$ cat config.mk
export PLATFORM = sky130hd
export DESIGN_NAME = div_share_arbiter
export DESIGN_NICKNAME = d
export VERILOG_FILES = /design/src/rtl/div_share_arbiter_pkg.sv /design/src/rtl/div_share_arbiter_rr_grant.sv /design/src/rtl/div_share_arbiter.sv
export SDC_FILE = /design/constraint.sdc
export NUM_CORES = 1
export LEC_CHECK = 0
export BUFFER_PORTS_ARGS = -buffer_cell sky130_fd_sc_hd__buf_2
export CAP_MARGIN = 20
export CORE_ASPECT_RATIO = 1.4
export CORE_MARGIN = 2
export CORE_UTILIZATION = 43
export DETAILED_ROUTE_END_ITERATION = 7
export PLACE_DENSITY = 0.73
export SETUP_SLACK_MARGIN = 0.4
export SLEW_MARGIN = 25
export SYNTH_ARGS = -nofsm -noshare
export SYNTH_HDL_FRONTEND = slang
export SYNTH_HIERARCHICAL = 1
export SYNTH_SLANG_ARGS = --single-unit
$ cat constraint.sdc
create_clock -name clk -period 4.4 [get_ports clk]
set_input_delay 0.44 -clock clk [delete_from_list [all_inputs] [get_ports clk]]
set_output_delay 0.44 -clock clk [all_outputs]
set_load 0.01 [all_outputs]
$ cat src/rtl/div_share_arbiter_pkg.sv
// Shared types and default sizing for the divider-sharing arbiter.
package div_share_arbiter_pkg;

    localparam int DEF_BITS    = 16;
    localparam int DEF_N_REQ   = 4;
    localparam int DEF_TIMEOUT = 1023;

    typedef enum logic [1:0] {
        IDLE = 2'd0,
        LOAD = 2'd1,
        RUN  = 2'd2,
        DONE = 2'd3
    } state_t;

endpackage

$ cat src/rtl/div_share_arbiter_rr_grant.sv
// Round-robin picker: first set request at or after ptr, wrapping modulo N_REQ.
module rr_grant #(
    parameter  int N_REQ = 4,
    localparam int IW    = $clog2(N_REQ)
) (
    input  logic [N_REQ-1:0] req,
    input  logic [IW-1:0]    ptr,
    output logic [N_REQ-1:0] grant,
    output logic [IW-1:0]    index,
    output logic             found
);

    int          sum;
    logic [IW-1:0] cand;

    always_comb begin
        // NOTE: every output gets a default first so no path leaves a latch behind.
        grant = '0;
        index = '0;
        found = 1'b0;
        sum   = 0;
        cand  = '0;
        for (int k = 0; k < N_REQ; k++) begin
            sum = int'(ptr) + k;
            if (sum >= N_REQ) sum = sum - N_REQ;
            cand = IW'(sum);
            if (!found && req[cand]) begin
                found       = 1'b1;
                grant[cand] = 1'b1;
                index       = cand;
            end
        end
    end

endmodule

$ cat src/rtl/div_share_arbiter.sv
// Arbitrates N_REQ requesters onto one external iterative divider, one job at a time.
module div_share_arbiter
    import div_share_arbiter_pkg::*;
#(
    parameter int BITS    = DEF_BITS,
    parameter int N_REQ   = DEF_N_REQ,
    parameter int TIMEOUT = DEF_TIMEOUT
) (
    input  logic                  clk,
    input  logic                  reset,
    input  logic [N_REQ-1:0]      req_valid,
    input  logic [N_REQ*BITS-1:0] req_dividendo,
    input  logic [N_REQ*BITS-1:0] req_divisor,
    output logic [N_REQ-1:0]      req_ready,
    output logic [N_REQ-1:0]      resp_valid,
    output logic [BITS-1:0]       resp_result,
    output logic                  resp_error,
    output logic [BITS-1:0]       div_dividendo,
    output logic [BITS-1:0]       div_divisor,
    output logic                  div_reset,
    input  logic [BITS-1:0]       div_result,
    input  logic                  div_ready
);

    localparam int IW = $clog2(N_REQ);
    localparam int CW = $clog2(TIMEOUT + 1);

    state_t          state;
    logic [IW-1:0]   rr_ptr;
    logic [IW-1:0]   owner;
    logic [CW-1:0]   cnt;
    logic [BITS-1:0] op_dividendo;
    logic [BITS-1:0] op_divisor;

    logic [N_REQ-1:0] grant;
    logic [IW-1:0]    gidx;
    logic             grant_valid;
    logic [BITS-1:0]  sel_dividendo;
    logic [BITS-1:0]  sel_divisor;

    rr_grant #(.N_REQ(N_REQ)) u_rr_grant (
        .req   (req_valid),
        .ptr   (rr_ptr),
        .grant (grant),
        .index (gidx),
        .found (grant_valid)
    );

    assign sel_dividendo = req_dividendo[gidx*BITS +: BITS];
    assign sel_divisor   = req_divisor[gidx*BITS +: BITS];

    // Latched operands feed the divider directly, so they stay put for the whole job.
    assign div_dividendo = op_dividendo;
    assign div_divisor   = op_divisor;

    always_ff @(posedge clk or posedge reset) begin
        // NOTE: only non-blocking assignments here, so every register samples pre-edge values.
        if (reset) begin
            state        <= IDLE;
            rr_ptr       <= '0;
            owner        <= '0;
            cnt          <= '0;
            op_dividendo <= '0;
            op_divisor   <= '0;
            req_ready    <= '0;
            resp_valid   <= '0;
            resp_result  <= '0;
            resp_error   <= 1'b0;
            div_reset    <= 1'b1;
        end else begin
            req_ready  <= '0;
            resp_valid <= '0;
            case (state)
                IDLE: begin
                    if (grant_valid) begin
                        req_ready    <= grant;
                        owner        <= gidx;
                        op_dividendo <= sel_dividendo;
                        op_divisor   <= sel_divisor;
                        rr_ptr       <= (gidx == IW'(N_REQ - 1)) ? '0 : gidx + 1'b1;
                        if (sel_divisor == '0) begin
                            resp_result <= '1;
                            resp_error  <= 1'b1;
                            state       <= DONE;
                        end else begin
                            div_reset <= 1'b1;
                            state     <= LOAD;
                        end
                    end
                end
                LOAD: begin
                    div_reset <= 1'b0;
                    cnt       <= '0;
                    state     <= RUN;
                end
                RUN: begin
                    // A result arriving on the timeout cycle still wins.
                    if (div_ready) begin
                        resp_result <= div_result;
                        resp_error  <= 1'b0;
                        state       <= DONE;
                    end else if (cnt == CW'(TIMEOUT - 1)) begin
                        cnt         <= cnt + 1'b1;
                        resp_result <= '0;
                        resp_error  <= 1'b1;
                        state       <= DONE;
                    end else begin
                        cnt <= cnt + 1'b1;
                    end
                end
                DONE: begin
                    resp_valid <= N_REQ'(1) << owner;
                    state      <= IDLE;
                end
                default: state <= IDLE;
            endcase
        end
    end

endmodule

# --- After elaboration in Yosys (flattened, before gate mapping) ---
# Cells that the tools add are included.
# Widths: inputs -> output; s select.
word_totals:
  register_bits: 74
  inputBits: 151
  out_inout_bits: 58
  wordCells: 124
classes:
  addsub: 9
  magnitude_cmp: 12
  n_eq_ne: 10
  shifts: 3
  n_mux: 56
  bitwise_logic: 3
  n_reduce_logical: 20
op_table:
  columns: ["operator", "count"]
  rows:
  - ["$shiftx 64x7->16", 2]
  - ["$mux 16", 4]
  - ["$pmux 16 s2", 1]
  - ["$mux 4", 7]
  - ["$mux 2", 13]
  - ["$pmux 10 s2", 1]
  - ["$mux 1", 18]
  - ["$logic_not 16->1", 1]
  - ["$lt 2x3->1 const B", 4]
  - ["$or 4x4->4", 3]
  - ["$add 10x1->10 const B", 1]
  - ["$eq 10x10->1 const B", 1]
  - ["$mux 10", 1]
  - ["$ge 3x3->1 const B", 3]
  - ["$bmux 1 s2", 4]
  - ["$demux 1 s2", 4]
  - ["$ge 2x1->1 const B", 4]
  - ["$ne 2x2->1 const B", 4]
  - ["$pmux 2 s4", 1]
  - ["$sub 2x1->2 const B", 4]
  - ["$logic_and 1x1->1", 7]
  - ["$add 2x2->3 const B", 2]
  - ["$eq 2x2->1 const B", 3]
  - ["$reduce_and 2->1", 3]
  - ["12 further kinds", 17]

# --- Longest topological paths before layout ---
# Gate-level depths: netlist of run 1.
logic_depth:
  depth_word: 19
  ltp_mapped: 17
  mapped_depth_nobuf: 11

# --- Cells and area by module ---
# The synthesis of run 1 kept the hierarchy.
by_module_without_submodules:
  columns: ["mod", "instances", "cells_per_inst", "area_each_um2", "seq_area_each_um2"]
  rows:
  - ["div_share_arbiter", 1, 417, 4579.4, 1853.0]
  - ["rr_grant", 1, 45, 421.7, 0.0]

# --- Least setup slack after synthesis of run 1 ---
# OpenSTA, ideal clock, no wires.
synth_timing:
  path_type: "flip-flop to flip-flop"
  from: "reg rr_ptr[0]"
  to: "reg resp_result[0]"
  setup_ns: 0.125
  arrival_ns: 3.624
  required_time_ns: 4.275
  path_slack_ns: 0.651
  stages_incl_launch_ff: 17
  path_buffers: 5
  synth_period_minus_slack_ns: 3.749
  path_cell_list: "dfrtp_1 -> buf_6 -> inv_1 -> ha_1 -> mux4_2 -> buf_6 -> and2b_2 -> o21ai_0 -> o31ai_1 -> buf_6 -> buf_2 -> mux4_2 -> nor4_2 -> nand2_1 -> buf_2 -> nor3_1 -> nor3_1"
synth_via:
  elab_chain_cells: 18
  elab_cells_between_ends: 42
  classes_between: "add/sub: 7; order compare: 4; eq/ne: 2; shift: 1; mux: 20; reduce/logical: 8"
synth_lines:
  columns: ["element", "line_no", "text"]
  rows:
  - ["from (decl)", "div_share_arbiter.sv:29", "logic [IW-1:0] rr_ptr;"]
  - ["from (signal assigned)", "div_share_arbiter.sv:80", "rr_ptr <= (gidx == IW'(N_REQ - 1)) ? '0 : gidx + 1'b1;"]
  - ["parallel branches: the longest is 13 deep, another holds $add 2x1->3", null, null]
  - ["$mux 2 *", "div_share_arbiter_rr_grant.sv:27", "if (!found && req[cand]) begin"]
  - ["via gidx[0]", "div_share_arbiter.sv:36", "logic [IW-1:0] gidx;"]
  - ["$shiftx 64x7->16 *", "div_share_arbiter.sv:50", "assign sel_divisor = req_divisor[gidx*BITS +: BITS];"]
  - ["$logic_not 16->1 *", "div_share_arbiter.sv:81", "if (sel_divisor == '0) begin"]
  - ["$ne 2x2->1 (no line) *", null, null]
  - ["$reduce_and 4->1 (no line) *", null, null]
  - ["to (signal assigned)", "div_share_arbiter.sv:99", "resp_result <= div_result;"]
  - ["to (decl)", "div_share_arbiter.sv:16", "output logic [BITS-1:0] resp_result,"]
# Mark *: on every way through the listed nets, which the timed path passes. The select of a mux whose other input is x is not followed.
# A chain may end at the register's enable or synchronous reset.

# --- Worst setup path after layout of run 1 ---
layout_timing:
  from: "reg rr_ptr[1]"
  to: "reg resp_result[8]"
# The elaborated chain is that of the path after synthesis.

==> results of run 1 <==
-- registers in the layout, summed over array words and instances, names as in the netlist, 2 cells and up --
signal and count:
state 2, rr_ptr 2, cnt 10, div_divisor 16, div_dividendo 16, resp_valid 4
resp_result 16, req_ready 4, owner 2
-- kinds of logic (layout without fill, tap and decap cells) --
| kind of cell | after synthesis | after routing | share of synthesized area [%] |
|---|---|---|---|
| flip-flops | 74 | 74 | 37.1 |
| buffers and inverters | 52 | 257 | 5.10 |
| AND/OR/NAND/NOR | 160 | 160 | 17.5 |
| AO/OA/AOI/OAI | 86 | 86 | 11.6 |
| multiplexers | 76 | 76 | 25.3 |
| XOR/XNOR | 1 | 1 | 0.175 |
| adder cells (fa/ha/maj) | 13 | 13 | 3.25 |
-- worst paths after layout --
| kind | to | slack (ns) | cells after the start |
|---|---|---|---|
| max | resp_result[8] | 0.65 | 14 |
| min | div_dividendo[1] | 0.17 | 2 |
| max reg2reg | resp_result[8] | 0.65 | 14 |
| min reg2reg | cnt[8] | 0.49 | 1 |
| max in group asynchronous | div_reset | 3.26 | 3 |
| min in group clk | cnt[8] | 0.49 | 1 |
-- worst register-to-register path: stages, from the launching register on --
cell and delay [ns]:
dfrtp_2 0.46, inv_1 0.12, ha_1 0.36, mux4_2 0.32, buf_4 0.18, nand2b_1 0.15, o221ai_1 0.19, a32o_2 0.25
buf_6 0.25, mux4_2 0.37, nor4_2 0.31, nand2_1 0.11, buf_4 0.22, nor3_1 0.23, nor3_1 0.09
-- cells in the mapped netlist (7+ instances only) --
| library cell | n | area [µm²] |
|---|---|---|
| dfrtp_1 | 73 | 1830 |
| nor3_1 | 51 | 255 |
| mux2_2 | 36 | 405 |
| a21oi_1 | 35 | 175 |
| mux4_2 | 34 | 766 |
| nand2_1 | 28 | 105 |
| clkbuf_1 | 26 | 97.6 |
| nand2b_1 | 22 | 138 |
| nand4_1 | 19 | 119 |
| a311o_1 | 17 | 170 |
| ha_1 | 13 | 163 |
| o21ai_0 | 10 | 50.1 |
| a22oi_1 | 8 | 60.1 |
| inv_1 | 8 | 30.0 |
| nor2_1 | 8 | 30.0 |
| nand3_1 | 7 | 35.0 |
-- where the power goes --
group          switching [µW]  internal [µW]  leakage (µW)
Combinational            1730           1830       0.00193
Sequential                220           1010      0.000899
Clock                     277            565      0.000165
Total                    2230           3400       0.00300
-- per-layer routing --
layer / track usage [%] / vias up / routed length, µm
li1: - / 2178 / -
met1: 29.8 / 2314 / 5690
met2: 40.2 / 273 / 7510
met3: 5.96 / 27 / 1430
met4: 7.00 / 6 / 206
met5: 0 / - / 39
-- stage by stage --
step | cells | hold slack, ns
finish | 811 | 0.171
global route | 811 | 0.221
CTS | 805 | 0.194
detailed placement | 785 | 0.481
global placement | 785 | 0.474
floorplan | 462 | 0.444
-- area by class of cell --
cell class	instances	area, µm²
well taps	144	180
fillers	958	4670
flip-flops and latches	74	1850
multi-input cells	336	2970
inverters	8	31.3
clock buffers	10	239
clock inverters	5	103
repair buffers	234	1280
-- repair_timing --
item	CTS	global route
resized for setup	3	10
hold endpoints to repair	0	0
cloned	0	0
setup buffers	5	6
setup endpoints to repair	19	19
pin swaps	2	2
==> impl_metrics.csv, run 1 <==
group,metric,value,unit
status,status,"complete, no violations",
cts,ctsHtreeMaxLevel,3,
place,post_dp_cell_area,6140,µm²
global_routing,number_of_global_route_vias_before_repair,4843,
global_routing,pin_count_of_the_biggest_net_entering_global_routing,42,
route,drt-wirelength-per-cell,18.3,µm
floorplan,die_h,132,µm
timing,finalMaxSlewViolations,0,
timing,period_share,85.3,%
timing,min_tclk_post_route,3.75,ns
timing,hold_viol,0,
yosys,synthesis_warnings,6,
yosys,syn_area_per_cell,10.8,µm²
setup_path,highest_fanout_seen_on_the_critical_path,24,
place,place_congestion,0.827,
timing,setup_total_negative_slack,0,ns
floorplan,core.rowCount,46,
global_routing,global_route.overflow_total,0,
yosys,synthArstFlopShare,100,%
route,vias,4798,
cts,clk_root_buffer_cell,"clkbuf_16",
place,placement.setup.worst_slack,0.148,ns
cts,cts_sinks,74,
timing,finalWorstSetupSlack,0.647,ns
finish,drive_gt1_share,50.2,%
floorplan,floorplan.die.width,95.1,µm
yosys,syn-cell-area,5000,µm²
hold_path,hold_class,"primary input to asynchronous set/reset pin",
timing,rsz0062_at_grt,"false",
cts,clock_latency_late_sink,0.33,ns
setup_path,crit_family,"simple AND/OR/NAND/NOR gates",
setup_path,timing_worst_setup_path_type,"register to register",
finish,diodes,0,
route,antenna_violating_nets_post_route,0,
setup_path,cp.arrival,3.96,ns
run,cap_violations,0,
yosys,syn_nets,626,
timing,finalSetupViolations,0,
floorplan,design.portCount,209,
finish,finalCoreUtilization,58.8,%
floorplan,fp.dieArea,12500,µm²
yosys,synth-edff-count,0,
finish,final_design_instance_area_without_fill,6670,µm²
setup_path,element_type_at_the_critical_path_end,"register",
finish,nets,827,
cts,cts-buffers-inserted,9,
floorplan,core_area,11300,µm²
setup_path,timing.critical_path.from_type,"register",
finish,mostFrequentLayoutCells,"buf_2, dfrtp_1, nor3_1, mux2_2, a21oi_1",
global_routing,grt_use_total,23.8,%
setup_path,r2r_start,"rr_ptr[1]",
route,wl,14.9,mm
setup_path,timing.critical_path.slowest_cell_delay,0.46,ns
route,firstDrtPassIters,5,
global_routing,antenna_found_initial,3,
finish,commonest_non_fill_non_tap_cell_in_the_layout,"buf_2",
timing,worstMarginPinSlew,0.879,ns
cts,path_clk_slew,0.06,ns
timing,fmaxAchievable,266,MHz
setup_path,worst_ep_required_time,4.61,ns
yosys,ys_seq_elements,74,
cts,cts.path.max_buffers,2,
cts,cts_tree,"built",
yosys,yosys.cell_types.count,43,
pwr,p_leak,0.00300,µW
yosys,ys_dominant_reg_cell,"dfrtp_1",
yosys,synthesis.instances,462,
global_routing,grt_first_pass_wirelength,23.6,mm
pwr,peakVddDrop,0.652,mV
setup_path,cp_slowest_cell,"dfrtp_2",
cts,cts.hold.buffers_added,0,
setup_path,worst-path-buf-inv,4,
route,drc_errors,0,
setup_path,worstPathCellList,"inv_1 > ha_1 > mux4_2 > buf_4 > nand2b_1 > o221ai_1 > a32o_2 > buf_6 > mux4_2 > nor4_2 > nand2_1 > buf_4 > nor3_1 > nor3_1",
floorplan,start_util,44.1,%
pwr,power.density_cell_area,845,nW/µm²
timing,clock_skew,0.00630,ns
route,drt_first_iter_violations,251,
setup_path,worstSetupStartpoint,"rr_ptr[1]",
finish,layout-area-overhead-vs-synth,33.3,%
pwr,fin_total_pwr,5630,µW
route,via_per_inst,5.92,
timing,timing.max_slew.rel_slack,41.2,%
place,port-buffer-count,208,
yosys,synth_sequential_area_ratio,37.1,%
place,detailedPlacementHpwl,10.9,mm
Power figures use the tool's default switching activity.
==> run 2: changes to the inputs <==
--- a/config.mk
+++ b/config.mk
@@ -12,6 +12,7 @@
 export CORE_UTILIZATION = 43
 export DETAILED_ROUTE_END_ITERATION = 7
 export PLACE_DENSITY = 0.73
+export RECOVER_POWER = 25
 export SETUP_SLACK_MARGIN = 0.4
 export SLEW_MARGIN = 25
 export SYNTH_ARGS = -nofsm -noshare
==> impl_metrics.csv, run 2 (synthesis results as in run 1) <==
group,metric,value,unit
pwr,power.density_cell_area,846,nW/µm²
finish,drive_gt1_share,48.9,%
setup_path,r2r_start,"rr_ptr[1]",
timing,min_tclk_post_route,3.75,ns
cts,ctsHtreeMaxLevel,3,
place,place_congestion,0.827,
cts,cts.hold.buffers_added,0,
floorplan,core_area,11300,µm²
status,status,"finished, violations left",
global_routing,number_of_global_route_vias_before_repair,4843,
timing,finalMaxSlewViolations,77,
finish,filler_cell_count,960,
setup_path,worst_ep_required_time,4.61,ns
route,wl,14.9,mm
setup_path,highest_fanout_seen_on_the_critical_path,24,
finish,layout-area-overhead-vs-synth,33.0,%
hold_path,hold_class,"register to register",
setup_path,timing_worst_setup_path_type,"register to register",
floorplan,design.portCount,209,
timing,worstMarginPinSlew,2.06,ns
route,via_per_inst,5.93,
status,failed_checks,"capacitance limit, slew limit",
global_routing,pin_count_of_the_biggest_net_entering_global_routing,42,
floorplan,core.rowCount,46,
route,drt-wirelength-per-cell,18.4,µm
cts,cts.path.max_buffers,2,
pwr,p_leak,0.00296,µW
timing,finalSetupViolations,0,
setup_path,cp.arrival,3.96,ns
timing,period_share,85.1,%
place,port-buffer-count,208,
floorplan,start_util,44.1,%
timing,fmaxAchievable,267,MHz
setup_path,crit_family,"simple AND/OR/NAND/NOR gates",
floorplan,fp.dieArea,12500,µm²
route,drt_first_iter_violations,249,
floorplan,floorplan.die.width,95.1,µm
finish,mostFrequentLayoutCells,"buf_2, dfrtp_1, nor3_1, mux2_2, a21oi_1",
finish,nets,827,
global_routing,antenna_found_initial,3,
global_routing,grt_use_total,23.8,%
cts,cts-buffers-inserted,9,
cts,path_clk_slew,0.06,ns
route,firstDrtPassIters,5,
cts,clk_root_buffer_cell,"clkbuf_16",
timing,timing.max_slew.rel_slack,-37.6,%
route,drc_errors,0,
setup_path,cp_slowest_cell,"dfrtp_2",
timing,hold_viol,0,
pwr,fin_total_pwr,5630,µW
setup_path,timing.critical_path.from_type,"register",
cts,clock_latency_late_sink,0.34,ns
setup_path,worstSetupStartpoint,"rr_ptr[1]",
setup_path,worstPathCellList,"inv_1 > ha_1 > mux4_2 > buf_4 > nand2b_1 > o221ai_1 > a32o_2 > buf_6 > mux4_2 > nor4_2 > nand2_1 > buf_4 > nor3_1 > nor3_1",
timing,clock_skew,0.00685,ns
timing,rsz0062_at_grt,"false",
run,cap_violations,2,
setup_path,timing.critical_path.slowest_cell_delay,0.46,ns
setup_path,element_type_at_the_critical_path_end,"register",
finish,commonest_non_fill_non_tap_cell_in_the_layout,"buf_2",
cts,cts_sinks,74,
global_routing,grt_first_pass_wirelength,23.6,mm
pwr,peakVddDrop,0.653,mV
floorplan,die_h,132,µm
place,detailedPlacementHpwl,10.9,mm
hold_path,timing.hold.worst.start,"cnt[8]",
global_routing,global_route.overflow_total,0,
route,vias,4811,
timing,setup_total_negative_slack,0,ns
finish,diodes,0,
cts,cts_tree,"built",
setup_path,worst-path-buf-inv,4,
route,antenna_violating_nets_post_route,0,
-- run 2: cell count changes in the layout (fill, tap and decap cells not counted) --
cell        change
clkbuf_1        +9
clkinv_2        -1
clkinvlp_2      +1
buf_4           -1
buf_2           -8
-- run 2: final cells by class --
type / instances / area, µm² / area share (%)
Tap cell: 144 / 180 / 2.71
Clock buffer: 10 / 239 / 3.59
Inverter: 8 / 31.3 / 0.470
Timing Repair Buffer: 234 / 1270 / 19.1
Clock inverter: 5 / 103 / 1.54
Multi-Input combinational cell: 336 / 2970 / 44.7
Sequential cell: 74 / 1850 / 27.9
-- run 2: stage by stage --
stage	hold slack, ns	utilization, %	instances	setup WS (ns)	area, µm²
2_1_floorplan	0.444	-	462	0.651	5000
3_3_place_gp	0.474	54.2	785	0.335	6140
3_5_place_dp	0.481	54.2	785	0.148	6140
4_1_cts	0.194	57.8	805	0.471	6560
5_1_grt	0.505	58.7	811	0.349	6650
6_report	0.492	58.7	811	0.654	6650
-- run 2: final timing paths --
kind,cells past startpoint,slack [ns],end
min,1,0.49,cnt[8]
min in group asynchronous,2,0.50,div_dividendo[1]
max in group asynchronous,3,1.33,req_ready[3]
min reg2reg,1,0.49,cnt[8]
max reg2reg,14,0.65,resp_result[8]
max,14,0.65,resp_result[8]
-- run 2: worst register-to-register path: cells and delay by family (launching register included) --
family	cells	cell delay (ns)
adder cells (fa/ha/maj)	1	0.36
AND/OR/NAND/NOR	5	0.89
buffers and inverters	4	0.77
flip-flops	1	0.46
AO/OA/AOI/OAI	2	0.44
multiplexers	2	0.69
-- run 2: layer usage --
metal | vias to the layer above | global-route usage, % | part of all wire, %
met5 | - | 0 | 0.30
met4 | 6 | 7.00 | 1.5
met3 | 28 | 5.96 | 9.3
met1 | 2332 | 29.8 | 38
li1 | 2181 | - | -
met2 | 264 | 40.2 | 50
-- run 2: power breakdown --
part	switching [µW]	internal [µW]	leakage, µW
registers	221	1010	0.000899
clock network	278	565	0.000165
logic	1730	1820	0.00189
total	2230	3400	0.00296
-- run 2: timing repair --
action / in CTS / in global routing
endpoints found under the setup margin: 19 / 19
setup buffers: 5 / 6
cloned: 0 / 0
gates resized for setup: 3 / 10
pin swaps: 2 / 2
